<file path="config.mk">
export PLATFORM = sky130hd
export DESIGN_NAME = conv_window_gen
export DESIGN_NICKNAME = d
export VERILOG_FILES = /design/src/rtl/conv_window_gen.sv
export SDC_FILE = /design/constraint.sdc
export NUM_CORES = 1
export LEC_CHECK = 0
export CORE_MARGIN = 3
export CORE_UTILIZATION = 55
export DETAILED_ROUTE_END_ITERATION = 12
export HOLD_SLACK_MARGIN = 0.1
export PLACE_DENSITY = 0.86
export SLEW_MARGIN = 20
export SYNTH_ARGS = -nofsm -noshare
export SYNTH_HDL_FRONTEND = slang
export SYNTH_SLANG_ARGS = --single-unit
</file>
<file path="constraint.sdc">
create_clock -name clk -period 3 [get_ports clk]
set_input_delay 0.6 -clock clk [delete_from_list [all_inputs] [get_ports clk]]
set_output_delay 0.6 -clock clk [all_outputs]
set_load 0.005 [all_outputs]
</file>
<file path="src/rtl/conv_window_gen.sv">
// conv_window_gen
//
// Streaming 3x3 window generator. Takes a raster-order stream of 3-bit
// pixels, keeps the two previous image rows in line buffers, and emits one
// packed 27-bit window for every fully populated 3x3 neighbourhood. The
// packing matches the pixel input of the distributed-arithmetic
// inner-product unit.
//
// Handshake (both sides): a transfer happens on a rising edge where
// valid && ready are both high. A producer holds its data stable while
// valid is high and ready is low. in_ready depends only on the output
// register state and out_ready, never on in_valid.
//
// Ports
//   clk         rising-edge clock
//   rst_n       asynchronous active-low reset
//   pixel_in    3-bit pixel, raster order, top-left first
//   in_valid    pixel_in is valid
//   in_ready    block can accept a pixel this cycle
//   window_out  packed window, pixel j at bits [3j+2:3j], j = 3*wr + wc,
//               j=0 top-left, j=8 bottom-right
//   out_valid   window_out holds a valid window
//   out_ready   downstream accepts window_out this cycle
//   out_last    final window of the frame (qualified by out_valid)
module conv_window_gen #(
  parameter int IMAGE_WIDTH  = 8,
  parameter int IMAGE_HEIGHT = 8
) (
  input  logic        clk,
  input  logic        rst_n,
  input  logic [2:0]  pixel_in,
  input  logic        in_valid,
  output logic        in_ready,
  output logic [26:0] window_out,
  output logic        out_valid,
  input  logic        out_ready,
  output logic        out_last
);

  localparam int CW = $clog2(IMAGE_WIDTH);
  localparam int RW = $clog2(IMAGE_HEIGHT);

  // Position of the next pixel to be accepted.
  logic [CW-1:0] col_q, col_d;
  logic [RW-1:0] row_q, row_d;

  // lb1 holds row-1, lb2 holds row-2, both indexed by column.
  // Contents are never reset; emission is gated on row >= 2 of the
  // current frame so stale entries are never visible.
  logic [2:0] lb1_q [IMAGE_WIDTH];
  logic [2:0] lb2_q [IMAGE_WIDTH];

  // 3x3 window register, packed in the output layout.
  logic [26:0] win_q, win_d;

  logic [26:0] window_q, window_d;
  logic        out_valid_q, out_valid_d;
  logic        out_last_q, out_last_d;

  logic       accept;
  logic       emit;
  logic       at_row_end;
  logic       at_frame_end;
  logic [2:0] top_px;
  logic [2:0] mid_px;

  assign in_ready   = !out_valid_q || out_ready;
  assign window_out = window_q;
  assign out_valid  = out_valid_q;
  assign out_last   = out_last_q;

  always_comb begin
    accept       = in_valid && in_ready;
    top_px       = lb2_q[col_q];
    mid_px       = lb1_q[col_q];
    at_row_end   = (col_q == CW'(IMAGE_WIDTH - 1));
    at_frame_end = at_row_end && (row_q == RW'(IMAGE_HEIGHT - 1));
    emit         = accept && (row_q >= RW'(2)) && (col_q >= CW'(2));

    col_d = col_q;
    row_d = row_q;
    win_d = win_q;

    if (accept) begin
      // Each window row moves one column left; the new right column is
      // (row-2,col), (row-1,col), pixel_in.
      for (int wr = 0; wr < 3; wr++) begin
        win_d[9*wr +: 3]     = win_q[9*wr + 3 +: 3];
        win_d[9*wr + 3 +: 3] = win_q[9*wr + 6 +: 3];
      end
      win_d[6  +: 3] = top_px;
      win_d[15 +: 3] = mid_px;
      win_d[24 +: 3] = pixel_in;

      if (at_row_end) begin
        col_d = '0;
        row_d = at_frame_end ? '0 : row_q + RW'(1);
      end else begin
        col_d = col_q + CW'(1);
      end
    end

    // Output register: a new window wins over a drain in the same cycle.
    window_d    = window_q;
    out_last_d  = out_last_q;
    out_valid_d = out_valid_q;
    if (emit) begin
      window_d    = win_d;
      out_last_d  = at_frame_end;
      out_valid_d = 1'b1;
    end else if (out_valid_q && out_ready) begin
      out_valid_d = 1'b0;
    end
  end

  always_ff @(posedge clk or negedge rst_n) begin
    if (!rst_n) begin
      col_q       <= '0;
      row_q       <= '0;
      win_q       <= '0;
      window_q    <= '0;
      out_valid_q <= 1'b0;
      out_last_q  <= 1'b0;
    end else begin
      col_q       <= col_d;
      row_q       <= row_d;
      win_q       <= win_d;
      window_q    <= window_d;
      out_valid_q <= out_valid_d;
      out_last_q  <= out_last_d;
    end
  end

  // Line buffers: a single read-modify-write at the current column.
  always_ff @(posedge clk) begin
    if (accept) begin
      lb2_q[col_q] <= mid_px;
      lb1_q[col_q] <= pixel_in;
    end
  end

endmodule

</file>
### Word level (Yosys, flattened, before mapping)

Memory sizes are Yosys's and may differ from the RTL's.
Index checks and enable logic that the tools add are counted.

* add/subtract/negate cells: 2
* equal/unequal tests: 2
* mux-type cells: 7
* $lt $le $gt $ge: 2
* reductions and logical operators: 9

Operators by type and width (count)
* 27-bit two-way mux: 1
* 3-bit by 1-bit adder with 3-bit output (second input constant): 2
* 3-bit equality test (second input constant): 2
* 3-bit by 2-bit greater-or-equal comparator with 1-bit output (second input constant): 2
* 3-bit two-way mux: 2
* 1-bit logical AND: 5
* 1-bit two-way mux: 4
* 2-bit AND reduction: 1
* 2-bit nonzero test: 1
* 1-bit logical NOT: 1
* 1-bit logical OR: 1

* output and inout port bits: 30
* register bits after elaboration: 62
* memory bits (writable): 48
* memories: 2

Memories
* lb1_q: words 8, width 3, read ports 1, clocked after memory_dff 0, wr ports 1, line 50 `logic [2:0] lb1_q [IMAGE_WIDTH];`
* lb2_q: words 8, width 3, read ports 1, clocked after memory_dff 0, wr ports 1, line 51 `logic [2:0] lb2_q [IMAGE_WIDTH];`

### Depth between registers and ports, before layout

Gate-level depths: netlist (run 1).

* word-level depth: 6
* mapped depth: 8

### Worst setup path before layout (run 1)

No wires, ideal clock.

* kind: input to register
* start point: input port out_ready
* end point: memory lb1_q[4][0] (enable)
* cell stages on the path: 7
* path slack: 874 ps
* buffers on the path: 3
* library setup time: 377 ps
* required time: 2623 ps
* data arrival time: 1749 ps
* path through: nand2b_4 -> buf_6 -> and2_4 -> buf_6 -> buf_6 -> nand2_1 -> nor3_1

* longest elaborated chain between the ends: 4

RTL lines
* start: declaration: line 36 `input logic out_ready,`
* 1-bit logical OR: line 67 `assign in_ready = !out_valid_q || out_ready;`
* via in_ready: line 33 `output logic in_ready,`
* 1-bit logical AND: line 73 `accept = in_valid && in_ready;`
* 1-bit two-way mux: line 136 `if (accept) begin`
* 1-bit two-way mux (not written as such): line 138 `lb1_q[col_q] <= pixel_in;`
* end: declaration: line 50

The timed path passes the listed nets, and every way through them passes these cells.

### Final worst setup path (run 1)

* start point: input port out_ready
* end point: output port in_ready

* longest elaborated chain between the ends: 1

RTL lines (line)
* 1-bit logical OR: 67
* end: declaration: 33

No other way between the ends.

==> results of run 1 <==
==> critical path, cell delays in order <==
cell and delay (ns):
clkdlybuf4s50_1 0.46, nand2b_4 0.15, clkdlybuf4s50_1 0.50
==> where the power goes <==
group	leakage [nW]	internal, W	total [W]	switching [W]
Combinational	0.763	0.00101	0.00181	0.000807
Sequential	1.16	0.00215	0.00243	0.000279
Clock	0.0836	0.000307	0.000785	0.000478
Total	2.01	0.00347	0.00503	0.00156
==> routing by layer <==
layer | GRT usage [%] | wire (µm) | vias up
met5 | 0 | 0 | -
met4 | 5.57 | 118 | 0
met3 | 5.21 | 369 | 13
met2 | 31.0 | 3840 | 61
met1 | 23.4 | 3250 | 1227
li1 | - | - | 1136
==> cells in the mapped netlist, types with 3 or more instances <==
cell | n | area share, %
a31oi_1 | 3 | 0.43
a32oi_1 | 4 | 0.80
buf_2 | 6 | 0.68
buf_4 | 3 | 0.51
buf_6 | 3 | 0.77
clkbuf_1 | 3 | 0.26
dfrtp_1 | 62 | 35
edfxtp_1 | 48 | 33
ha_1 | 6 | 1.7
inv_1 | 4 | 0.34
mux2_2 | 41 | 10
mux2_4 | 4 | 1.4
mux2i_1 | 6 | 1.4
mux4_2 | 6 | 3.1
nand2_1 | 24 | 2.0
nand2b_1 | 4 | 0.57
nand4_1 | 3 | 0.43
nor2_1 | 13 | 1.1
nor2b_1 | 7 | 0.99
nor3_1 | 5 | 0.57
o21ai_0 | 5 | 0.57
or3_1 | 3 | 0.43
==> how the worst min path moves through the flow <==
stage / end / slack (ns) / startpoint
floorplan: col_q[0] / 0.30 / rst_n
global placement: win_q[11] / 0.43 / rst_n
detailed placement: window_out[11] / 0.43 / rst_n
CTS: out_last / 0.49 / out_last
global route: win_q[9] / 0.52 / win_q[9]
finish: out_last / 0.49 / out_last
==> kinds of logic (layout without fill, tap and decap cells) <==
| logic type | Yosys count | count (layout) | synth area share, % |
|---|---|---|---|
| multiplexers | 57 | 57 | 16.3 |
| AND/OR/NAND/NOR | 66 | 66 | 7.33 |
| buffers and inverters | 20 | 75 | 2.64 |
| AO/OA/AOI/OAI | 25 | 25 | 4.06 |
| adder cells (fa/ha/maj) | 6 | 6 | 1.70 |
| flip-flops | 110 | 110 | 68.0 |
==> final cells by class <==
class,count,area [µm²],area share (%)
clock buffer,10,128,2.50
tap,99,124,2.43
sequential,110,2990,58.7
clock inverter,6,43.8,0.859
multi-input combinational,154,1290,25.4
inverter,4,15.0,0.295
timing repair buffer,55,500,9.82
==> layout by cell type, fill, tap and decap left out, types with 2 or more instances in the layout <==
cell type,Yosys,routed
mux2_4,4,4
a31o_2,2,2
inv_1,4,4
dfrtp_1,62,62
nand2b_1,4,4
mux2_2,41,41
nor3_1,5,5
clkinvlp_4,0,2
a221oi_1,2,2
a211oi_1,2,2
a32oi_1,4,4
o21ai_0,5,5
mux4_2,6,6
a41oi_1,2,2
or2_2,2,2
edfxtp_1,48,48
inv_6,0,2
clkbuf_8,0,9
nor2b_1,7,7
buf_4,3,18
or3_1,3,3
ha_1,6,6
nand4_1,3,3
mux2i_1,6,6
nand2_1,24,24
a31oi_1,3,3
clkdlybuf4s50_1,0,35
a21oi_1,2,2
nor2_1,13,13
==> stage by stage <==
stage / utilization [%] / cells / setup WS (ns)
after global placement: 65.3 / 421 / 0.631
after detailed placement: 65.3 / 421 / 0.590
after CTS: 67.7 / 438 / 0.687
after global routing: 67.7 / 438 / 0.578
after floorplan: - / 284 / 0.874
final: 67.7 / 438 / 0.685
==> sequential cells by signal (all words and copies together), names as in the netlist <==
| register | cells |
|---|---|
| col_q | 3 |
| lb1_q | 24 |
| lb2_q | 24 |
| out_last | 1 |
| out_valid | 1 |
| row_q | 3 |
| win_q | 27 |
| window_out | 27 |
==> results by group, run 1 <==
Status
  • Status: finished clean

Layout
  • Proportion of layout cells with a drive suffix above 1: 26.8%
  • Fin area: 0.00510 mm²
  • Layout Nets: 347
  • # diodes: 0
  • Filler instances: 534
  • Area grow syn2layout: 15.8%

Place
  • GP Congestion: 0.837
  • # port buffers: 36
  • Area after DPL: 0.00492 mm²
  • Detailed Place HPWL: 5.32 mm

Die
  • Die ar.: 0.00911 mm²
  • Initial core utilization: 58.5%
  • Die Y: 95.5 µm
  • Ports: 37
  • FP Rows: 31
  • Die width: 95.5 µm
  • Core area: 0.00752 mm²

STA
  • RSZ-0062 raised after global routing: false
  • Slew Limit Fails: 0
  • Worst-margin pin slew: 0.758 ns
  • Final setup fails: 0
  • F_max: 432 MHz
  • WHS: 0.490 ns
  • Clock period minus worst slack: 2.32 ns
  • Clock Skew: 0.0145 ns
  • Slew HR: 49.5%
  • Final cycle utilization of the critical path: 77.2%
  • Setup TNS: 0 ns
  • Final Hold Viols: 0

Route
  • DRT iter0 DRCs: 148
  • Routed WL: 7.57 mm
  • DR vias: 2,437
  • Wirelength per Cell: 17.3 µm
  • Vias per cell: 5.56
  • Pre-antenna DRT Iters: 4
  • DRC: 0
  • Remaining antenna violation count: 0

Synth
  • Number of synthesized flops with an enable pin: 48
  • Netlist Area Pre-Place: 0.00440 mm²
  • Synth async-reset ratio: 56.4%
  • Syn_nets: 297
  • FF+latch count, synth: 110
  • Post-synthesis cell type count: 37
  • Synth warn: 0
  • Synthesized instance count: 284
  • Syn Area/Cell: 15.5 µm²
  • Primary FF master, synth: dfrtp_1
  • Sequential fraction of the synthesis area: 68.0%

Clock tree
  • CTS root buf: clkbuf_8
  • TritonCTS Buffers: 9
  • Post-CTS sizing: 0
  • CTS Sinks: 110
  • Level count of the clock H-tree: 3
  • Clock Path Buffers: 2
  • Post-CTS Setup Repair Bufs: 0
  • CTS Hold Bufs: 1
  • CTS tree: built
  • Clock latency on the worst-skew pair: 0.37 ns
  • Worst-path clk slew: 0.10 ns

Pwr
  • Total power draw: 0.00503 W
  • Power Dens Cells: 987 mW/mm²
  • Pleak: 2.01 nW
  • VDD IR max: 0.000568 V

Critical path
  • WP data required: 2.40 ns
  • Startpoint types: input port
  • Kind of critical path: input port to output port
  • Worst reg2reg setup slack: 0.74 ns
  • FF-to-FF path depth: 5
  • Worst Setup SP: out_ready
  • Worst setup EP type: output port
  • Worst-path maximum fanout: 7
  • RR Endpoint: window_out[11]
  • Arrival @ worst endpoint: 1.72 ns
  • Worst Setup EP: in_ready
  • Worst R2R Start: col_q[1]

Global route
  • Largest net degree at the start of global routing: 39
  • Vias in the first global route: 2,475
  • First-pass GRT wire length: 12.4 mm
  • Grt ovf: 0
  • Initial antenna violation count: 0
  • GRT Resource Usage Total: 18.4%

Worst hold path
  • Hold path cells: 2
  • Hold Path Class: flop to flop

Job
  • Maxcap violations: 0
(Power assumes the default switching activity.)
==> run 2, diff against run 1 <==
--- a/config.mk
+++ b/config.mk
@@ -6,7 +6,7 @@
 export NUM_CORES = 1
 export LEC_CHECK = 0
 export CORE_MARGIN = 3
-export CORE_UTILIZATION = 55
+export CORE_UTILIZATION = 52
 export DETAILED_ROUTE_END_ITERATION = 12
 export HOLD_SLACK_MARGIN = 0.1
 export PLACE_DENSITY = 0.86
==> constraint.sdc (replaced) <==
create_clock -name clk -period 2 [get_ports clk]
set_input_delay 0.4 -clock clk [delete_from_list [all_inputs] [get_ports clk]]
set_output_delay 0.4 -clock clk [all_outputs]
set_load 0.005 [all_outputs]
==> run 2 against run 1 <==
Against the previous run: via count is 2.9% higher; final cell count is 3.4% higher; global-route usage is 0.63 points lower; sequential power is 47% higher; largest cell class unchanged; highest routed layer unchanged; die area is 5.4% higher.
==> results by group, run 2 (synthesis gave the netlist of run 1 again) <==
Die
  • Die width: 98.0 µm (was 95.5 µm)
  • Initial core utilization: 55.3% (was 58.5%)
  • Die ar.: 0.00961 mm² (was 0.00911 mm²)
  • FP Rows: 32 (was 31)
  • Ports: 37 (unchanged)
  • Die Y: 98.0 µm (was 95.5 µm)
  • Core area: 0.00797 mm² (was 0.00752 mm²)

Critical path
  • Top delay family on crit path: buffers and inverters (unchanged)
  • Startpoint types: input port (unchanged)
  • Worst setup EP type: output port (unchanged)
  • Kind of critical path: input port to output port (unchanged)
  • Critical Path, Cell by Cell: clkdlybuf4s50_1 > nand2b_4 > clkdlybuf4s50_1 (unchanged)
  • Worst R2R Start: col_q[1] (unchanged)
  • Worst reg2reg setup slack: 0.13 ns (was 0.74 ns)
  • Cell mode on critical path: clkdlybuf4s50_1 (unchanged)
  • RR Endpoint: window_out[13] (was window_out[11])
  • FF-to-FF path depth: 5 (unchanged)
  • WP data required: 1.60 ns (was 2.40 ns)
  • Arrival @ worst endpoint: 1.50 ns (was 1.72 ns)
  • Number of buffers and inverters on the critical path: 2 (unchanged)
  • CP max stage delay: 0.50 ns (about the same)
  • Worst-path maximum fanout: 5 (was 7)
  • Slowest-stage cell, CP: clkdlybuf4s50_1 (unchanged)

Place
  • GP Congestion: 0.856 (was 0.837)
  • Detailed Place HPWL: 5.31 mm (was 5.32 mm)
  • # port buffers: 36 (unchanged)
  • Post-Place Worst Slack: -0.0453 ns (was 0.590 ns)

Route
  • DRT iter0 DRCs: 126 (was 148)
  • Vias per cell: 5.53 (was 5.56)
  • Pre-antenna DRT Iters: 4 (unchanged)
  • Remaining antenna violation count: 0 (unchanged)
  • DRC: 0 (unchanged)
  • Routed WL: 7.86 mm (was 7.57 mm)
  • Wirelength per Cell: 17.4 µm (was 17.3 µm)
  • DR vias: 2,507 (was 2,437)

Layout
  • Filler instances: 556 (was 534)
  • # diodes: 0 (unchanged)
  • Multi-input logic area: 0.00129 mm² (unchanged)
  • Sequential standard cell area: 0.00299 mm² (unchanged)
  • Area grow syn2layout: 20.2% (was 15.8%)
  • Layout Nets: 359 (was 347)
  • Most common cell after layout, fill and taps aside: dfrtp_1 (unchanged)
  • Fin util: 66.4% (was 67.7%)
  • Most frequent cells in the layout: dfrtp_1, edfxtp_1, mux2_2 (unchanged)
  • Proportion of layout cells with a drive suffix above 1: 29.3% (was 26.8%)

Pwr
  • VDD IR max: 0.000757 V (was 0.000568 V)
  • Total power draw: 0.00802 W (was 0.00503 W)
  • Power Dens Cells: 1520 mW/mm² (was 987 mW/mm²)
  • Pleak: 2.12 nW (was 2.01 nW)

Global route
  • Initial antenna violation count: 0 (unchanged)
  • Largest net degree at the start of global routing: 63 (was 39)
  • Vias in the first global route: 2,733 (was 2,475)
  • First-pass GRT wire length: 13.4 mm (was 12.4 mm)
  • GRT Resource Usage Total: 17.8% (was 18.4%)
  • Grt ovf: 0 (unchanged)

STA
  • Setup TNS: 0 ns (unchanged)
  • Worst-margin pin slew: 0.327 ns (was 0.758 ns)
  • RSZ-0062 raised after global routing: false (unchanged)
  • Slew Limit Fails: 0 (unchanged)
  • Clock Skew: 0.00890 ns (was 0.0145 ns)
  • Final cycle utilization of the critical path: 94.9%
  • Final Hold Viols: 0 (unchanged)
  • Clock period minus worst slack: 1.90 ns
  • Final setup fails: 0 (unchanged)
  • Final worst slack: 0.101 ns (was 0.685 ns)
  • F_max: 527 MHz
  • Slew HR: 78.1% (was 49.5%)
  • WHS: 0.495 ns (was 0.490 ns)

Clock tree
  • Clock Path Buffers: 2 (unchanged)
  • TritonCTS Buffers: 9 (unchanged)
  • Worst-path clk slew: 0.09 ns (was 0.10 ns)
  • CTS root buf: clkbuf_8 (unchanged)
  • Clock latency on the worst-skew pair: 0.37 ns (about the same)
  • CTS tree: built (unchanged)
  • CTS Sinks: 110 (unchanged)
  • Level count of the clock H-tree: 3 (unchanged)

Worst hold path
  • Hold path cells: 2 (unchanged)
  • Worst Hold Path EP: win_q[6] (was out_last)
  • Min-Delay Startpoint: win_q[6] (was out_last)
  • Hold Path Class: flop to flop (unchanged)

Status
  • Status: finished clean (unchanged)

Job
  • Maxcap violations: 0 (unchanged)
==> run 2: worst max path at each step <==
| stage | from | cells after the start | to | slack, ns |
|---|---|---|---|---|
| after floorplan | col_q[0] | 7 | window_out[0] | 0.05 |
| after global routing | col_q[1] | 5 | window_out[3] | 0.06 |
| after CTS | row_q[0] | 6 | window_out[21] | 0.08 |
| after global placement | out_ready | 6 | lb1_q[7][2] | 0.01 |
| final | out_ready | 3 | in_ready | 0.10 |
| after detailed placement | out_ready | 6 | lb1_q[4][1] | -0.05 |
==> run 2: routing by layer <==
| metal | vias up | global-route usage, % | routed length [µm] | share of wire [%] |
|---|---|---|---|---|
| met5 | - | 0 | 0 | 0 |
| met4 | 0 | 7.14 | 167 | 2.1 |
| met3 | 16 | 4.14 | 290 | 3.7 |
| met2 | 67 | 29.6 | 4020 | 51 |
| met1 | 1258 | 22.7 | 3390 | 43 |
| li1 | 1166 | - | - | - |
==> run 2: cell type report <==
type,count,share of cell area (%)
Timing Repair Buffer,67,12.4
Inverter,4,0.284
Multi-Input combinational cell,154,24.4
Tap cell,102,2.41
Clock inverter,5,1.04
Sequential cell,110,56.5
Clock buffer,11,2.88
==> run 2: repair_timing <==
action,in CTS,in global routing
hold buffers,1,0
hold endpoints to repair,62,0
setup endpoints to repair,0,15
resized for setup,0,1
setup buffers,0,2
==> run 2: per-stage QoR <==
| stage | instances | cell area, µm² |
|---|---|---|
| floorplan | 284 | 4400 |
| global placement | 434 | 5060 |
| detailed placement | 434 | 5060 |
| CTS | 451 | 5280 |
| global route | 453 | 5290 |
| finish | 453 | 5290 |
==> run 2: worst reg2reg max path: stages (launching register included) <==
cell	delay (ns)
dfrtp_1	0.44
ha_1	0.19
or3_1	0.36
nand4_1	0.22
buf_12	0.20
mux2_2	0.37
==> run 2: report_power, final <==
part | switching, W | internal [W] | leakage, nW
clock | 0.000707 | 0.000654 | 0.109
combinational | 0.00136 | 0.00172 | 0.846
sequential | 0.000348 | 0.00323 | 1.16
total | 0.00242 | 0.00560 | 2.12
==> run 3, diff against run 2 <==
--- a/config.mk
+++ b/config.mk
@@ -5,11 +5,12 @@
 export SDC_FILE = /design/constraint.sdc
 export NUM_CORES = 1
 export LEC_CHECK = 0
+export ABC_AREA = 1
 export CORE_MARGIN = 3
 export CORE_UTILIZATION = 52
 export DETAILED_ROUTE_END_ITERATION = 12
 export HOLD_SLACK_MARGIN = 0.1
-export PLACE_DENSITY = 0.86
+export PLACE_DENSITY = 0.85
 export SLEW_MARGIN = 20
 export SYNTH_ARGS = -nofsm -noshare
 export SYNTH_HDL_FRONTEND = slang
==> constraint.sdc (replaced) <==
create_clock -name clk -period 2 [get_ports clk]
set_input_delay 0.4 -clock clk [delete_from_list [all_inputs] [get_ports clk]]
set_output_delay 0.4 -clock clk [all_outputs]
set_load 0.05 [all_outputs]
==> run 3 against run 2 <==
Against the previous run: clock skew up 0.0094 ns; synthesized area up 5.8%; utilization down 2.4 points; critical path type is now flop to output port.
==> results by group, run 3 <==
Clock tree
  • Level count of the clock H-tree: 3 (unchanged)
  • CTS root buf: clkbuf_8 (unchanged)
  • Clock Path Buffers: 2 (unchanged)
  • TritonCTS Buffers: 9 (unchanged)
  • CTS Sinks: 110 (unchanged)
  • Clock latency on the worst-skew pair: 0.37 ns (about the same)
  • Post-CTS Setup Repair Bufs: 0 (unchanged)
  • CTS tree: built (unchanged)
  • Worst-path clk slew: 0.10 ns (was 0.09 ns)

Synth
  • Ranking of synthesized cells by area: dfrtp_1, edfxtp_1, nand2_1 (was dfrtp_1, edfxtp_1, mux2_2)
  • Compound-Gate Fraction of Synth Area: 2.18% (was 4.06%)
  • FF+latch count, synth: 110 (unchanged)
  • Post-synthesis xor/xnor area fraction: 0% (unchanged)
  • Synthesized instance count: 457 (was 284)
  • Sequential fraction of the synthesis area: 64.2% (was 68.0%)
  • Synth Area in Adders: 1.61% (was 1.71%)
  • Simple-Gate Fraction of Synth Area: 26.2% (was 7.33%)
  • Cell with the most instances after synthesis: nand2_1 (was dfrtp_1)
  • Synth top area share: 33.3% (was 35.2%)
  • Post-synthesis cell type count: 26 (was 37)
  • Largest family of logic cells by synthesized area: simple AND/OR/NAND/NOR gates (was multiplexers)
  • Primary FF master, synth: dfrtp_1 (unchanged)
  • Synth top cells by count: nand2_1, dfrtp_1, edfxtp_1 (was dfrtp_1, edfxtp_1, mux2_2)
  • Syn_nets: 470 (was 297)
  • Number of synthesized flops with an enable pin: 48 (unchanged)
  • Syn Area/Cell: 10.2 µm² (was 15.5 µm²)
  • Synth async-reset ratio: 56.4% (unchanged)
  • Cell taking the most area after synthesis: dfrtp_1 (unchanged)
  • Synth warn: 0 (unchanged)
  • Mux cell area share after synthesis: 0% (was 16.3%)
  • Netlist Area Pre-Place: 0.00466 mm² (was 0.00440 mm²)

Global route
  • GRT Resource Usage Total: 18.9% (was 17.8%)
  • Vias in the first global route: 3,197 (was 2,733)
  • First-pass GRT wire length: 14.9 mm (was 13.4 mm)
  • Initial antenna violation count: 0 (unchanged)
  • Grt ovf: 0 (unchanged)
  • Largest net degree at the start of global routing: 44 (was 63)

Critical path
  • RR Endpoint: lb2_q[6][0] (was window_out[13])
  • Worst-path maximum fanout: 2 (was 5)
  • Worst setup EP type: output port (unchanged)
  • Arrival @ worst endpoint: 1.55 ns (was 1.50 ns)
  • Number of buffers and inverters on the critical path: 1 (was 2)
  • FF-to-FF path depth: 5 (unchanged)
  • Critical Path, Cell by Cell: clkdlybuf4s50_1 (was clkdlybuf4s50_1 > nand2b_4 > clkdlybuf4s50_1)
  • Top delay family on crit path: buffers and inverters (unchanged)
  • WP data required: 1.60 ns (about the same)
  • CP max stage delay: 0.81 ns (was 0.50 ns)
  • Slowest-stage cell, CP: clkdlybuf4s50_1 (unchanged)
  • Startpoint types: flop (was input port)
  • Worst R2R Start: col_q[1] (unchanged)
  • Worst reg2reg setup slack: 0.19 ns (was 0.13 ns)
  • Kind of critical path: flop to output port (was input port to output port)

STA
  • Final cycle utilization of the critical path: 97.5% (was 94.9%)
  • Slew Limit Fails: 0 (unchanged)
  • RSZ-0062 raised after global routing: false (unchanged)
  • Worst-margin pin slew: 0.519 ns (was 0.327 ns)
  • F_max: 513 MHz (was 527 MHz)
  • Clock period minus worst slack: 1.95 ns (was 1.90 ns)
  • Final Hold Viols: 0 (unchanged)
  • WHS: 0.479 ns (was 0.495 ns)
  • Setup TNS: 0 ns (unchanged)
  • Slew HR: 65.4% (was 78.1%)
  • Final setup fails: 0 (unchanged)
  • Clock Skew: 0.0183 ns (was 0.00890 ns)

Route
  • DRT iter0 DRCs: 233 (was 126)
  • Pre-antenna DRT Iters: 5 (was 4)
  • DRC: 0 (unchanged)
  • Remaining antenna violation count: 0 (unchanged)
  • DR vias: 3,170 (was 2,507)
  • Routed WL: 8.88 mm (was 7.86 mm)
  • Vias per cell: 5.26 (was 5.53)
  • Wirelength per Cell: 14.7 µm (was 17.4 µm)

Pwr
  • Power Dens Cells: 1610 mW/mm² (was 1520 mW/mm²)
  • Pleak: 2.65 nW (was 2.12 nW)
  • Int Pwr: 0.00493 W (was 0.00560 W)
  • Clock power frac: 13.5% (was 17.0%)
  • Gate power share: 46.0% (was 38.4%)
  • Switching pwr: 0.00382 W (was 0.00242 W)
  • Sequential share of power: 40.5% (was 44.6%)
  • VDD IR max: 0.000689 V (was 0.000757 V)
  • Switching portion of total power: 43.7% (was 30.1%)

Die
  • FP Rows: 33 (was 32)
  • Ports: 37 (unchanged)
  • Initial core utilization: 55.0% (was 55.3%)
  • Die ar.: 0.0101 mm² (was 0.00961 mm²)
  • Die width: 101 µm (was 98.0 µm)
  • Die Y: 101 µm (was 98.0 µm)
  • Core area: 0.00846 mm² (was 0.00797 mm²)

Place
  • Detailed Place HPWL: 5.98 mm (was 5.31 mm)
  • Placed Instances: 587 (was 434)
  • GP Congestion: 0.874 (was 0.856)
  • # port buffers: 36 (unchanged)

Layout
  • Most frequent cells in the layout: nand2_1, dfrtp_1, edfxtp_1 (was dfrtp_1, edfxtp_1, mux2_2)
  • Layout Nets: 507 (was 359)
  • Final Non-Filler Cells: 603 (was 453)
  • Area grow syn2layout: 16.4% (was 20.2%)
  • Proportion of layout cells with a drive suffix above 1: 11.8% (was 29.3%)
  • Filler instances: 644 (was 556)
  • # diodes: 0 (unchanged)
  • Most common cell after layout, fill and taps aside: nand2_1 (was dfrtp_1)

Worst hold path
  • Worst Hold Path EP: window_out[10] (was win_q[6])
  • Hold Path Class: flop to flop (unchanged)
  • Min-Delay Startpoint: window_out[10] (was win_q[6])
  • Hold path cells: 2 (unchanged)

Status
  • Status: finished clean (unchanged)

Job
  • Maxcap violations: 0 (unchanged)
[run 3: cell type report]
type | count | area (µm²) | share of cell area [%]
Tap cell | 105 | 131 | 2.42
Clock inverter | 6 | 45.0 | 0.831
Clock buffer | 9 | 124 | 2.28
Multi-Input combinational cell | 302 | 1460 | 27.0
Inverter | 20 | 76.3 | 1.41
Timing Repair Buffer | 51 | 589 | 10.9
Sequential cell | 110 | 2990 | 55.2
[run 3: timing repair]
item                                   in CTS  in global routing
cloned                                      0                  0
hold buffers                                1                  0
endpoints found under the hold margin      19                  0
gates resized for setup                     1                 14
setup endpoints to repair                   1                 14
[run 3: worst max-delay path by stage]
stage | from | to | slack, ns | cells after the start
after floorplan | out_valid | lb1_q[1][0] | 0.05 | 6
after global placement | out_ready | lb1_q[7][1] | 0.07 | 6
after detailed placement | out_ready | lb1_q[4][0] | 0.03 | 6
after CTS | window_out[17] | window_out[17] | 0.005 | 1
after global routing | window_out[4] | window_out[4] | 0.0004 | 1
final | window_out[25] | window_out[25] | 0.05 | 1
[run 3: worst register-to-register path, stage by stage (launching register included)]
cell and delay (ns):
dfrtp_1 0.68, inv_2 0.26, nand2_1 0.13, nand2_1 0.07, nand2_1 0.09, nand2_1 0.24
[run 3: power by group through the flow]
stage,Sequential [W],Clock (W),Combinational (W)
detailed placement,0.00359,0,0.00405
finish,0.00354,0.00118,0.00402
CTS,0.00355,0.00122,0.00406
global route,0.00361,0.00131,0.00439
global placement,0.00357,0,0.00394
floorplan,0.00433,0,0.00213
[run 3: layer usage]
layer  vias up  part of all wire [%]  wire (µm)  GRT usage, %
met5         -                     0          0             0
met1      1528                    42       3750          23.4
met2        89                    52       4610          33.4
met3         7                   5.2        460          4.78
li1       1546                     -          -             -
met4         0                  0.64         57          3.94
[run 3: kinds of logic after synthesis]
group / count (synthesis)
flip-flops: 110
AO/OA/AOI/OAI: 17
adder cells (fa/ha/maj): 6
AND/OR/NAND/NOR: 279
buffers and inverters: 45
[run 3: per-stage QoR]
| step | area [µm²] | util (%) | setup WS (ns) | power [W] |
|---|---|---|---|---|
| 3_3_place_gp | 5210 | 61.5 | 0.0694 | 0.00750 |
| 4_1_cts | 5390 | 63.6 | 0.00472 | 0.00883 |
| 6_report | 5420 | 64.1 | 0.0499 | 0.00875 |
| 5_1_grt | 5420 | 64.1 | 0.000447 | 0.00931 |
| 3_5_place_dp | 5210 | 61.5 | 0.0270 | 0.00764 |
| 2_1_floorplan | 4720 | - | 0.0508 | 0.00646 |
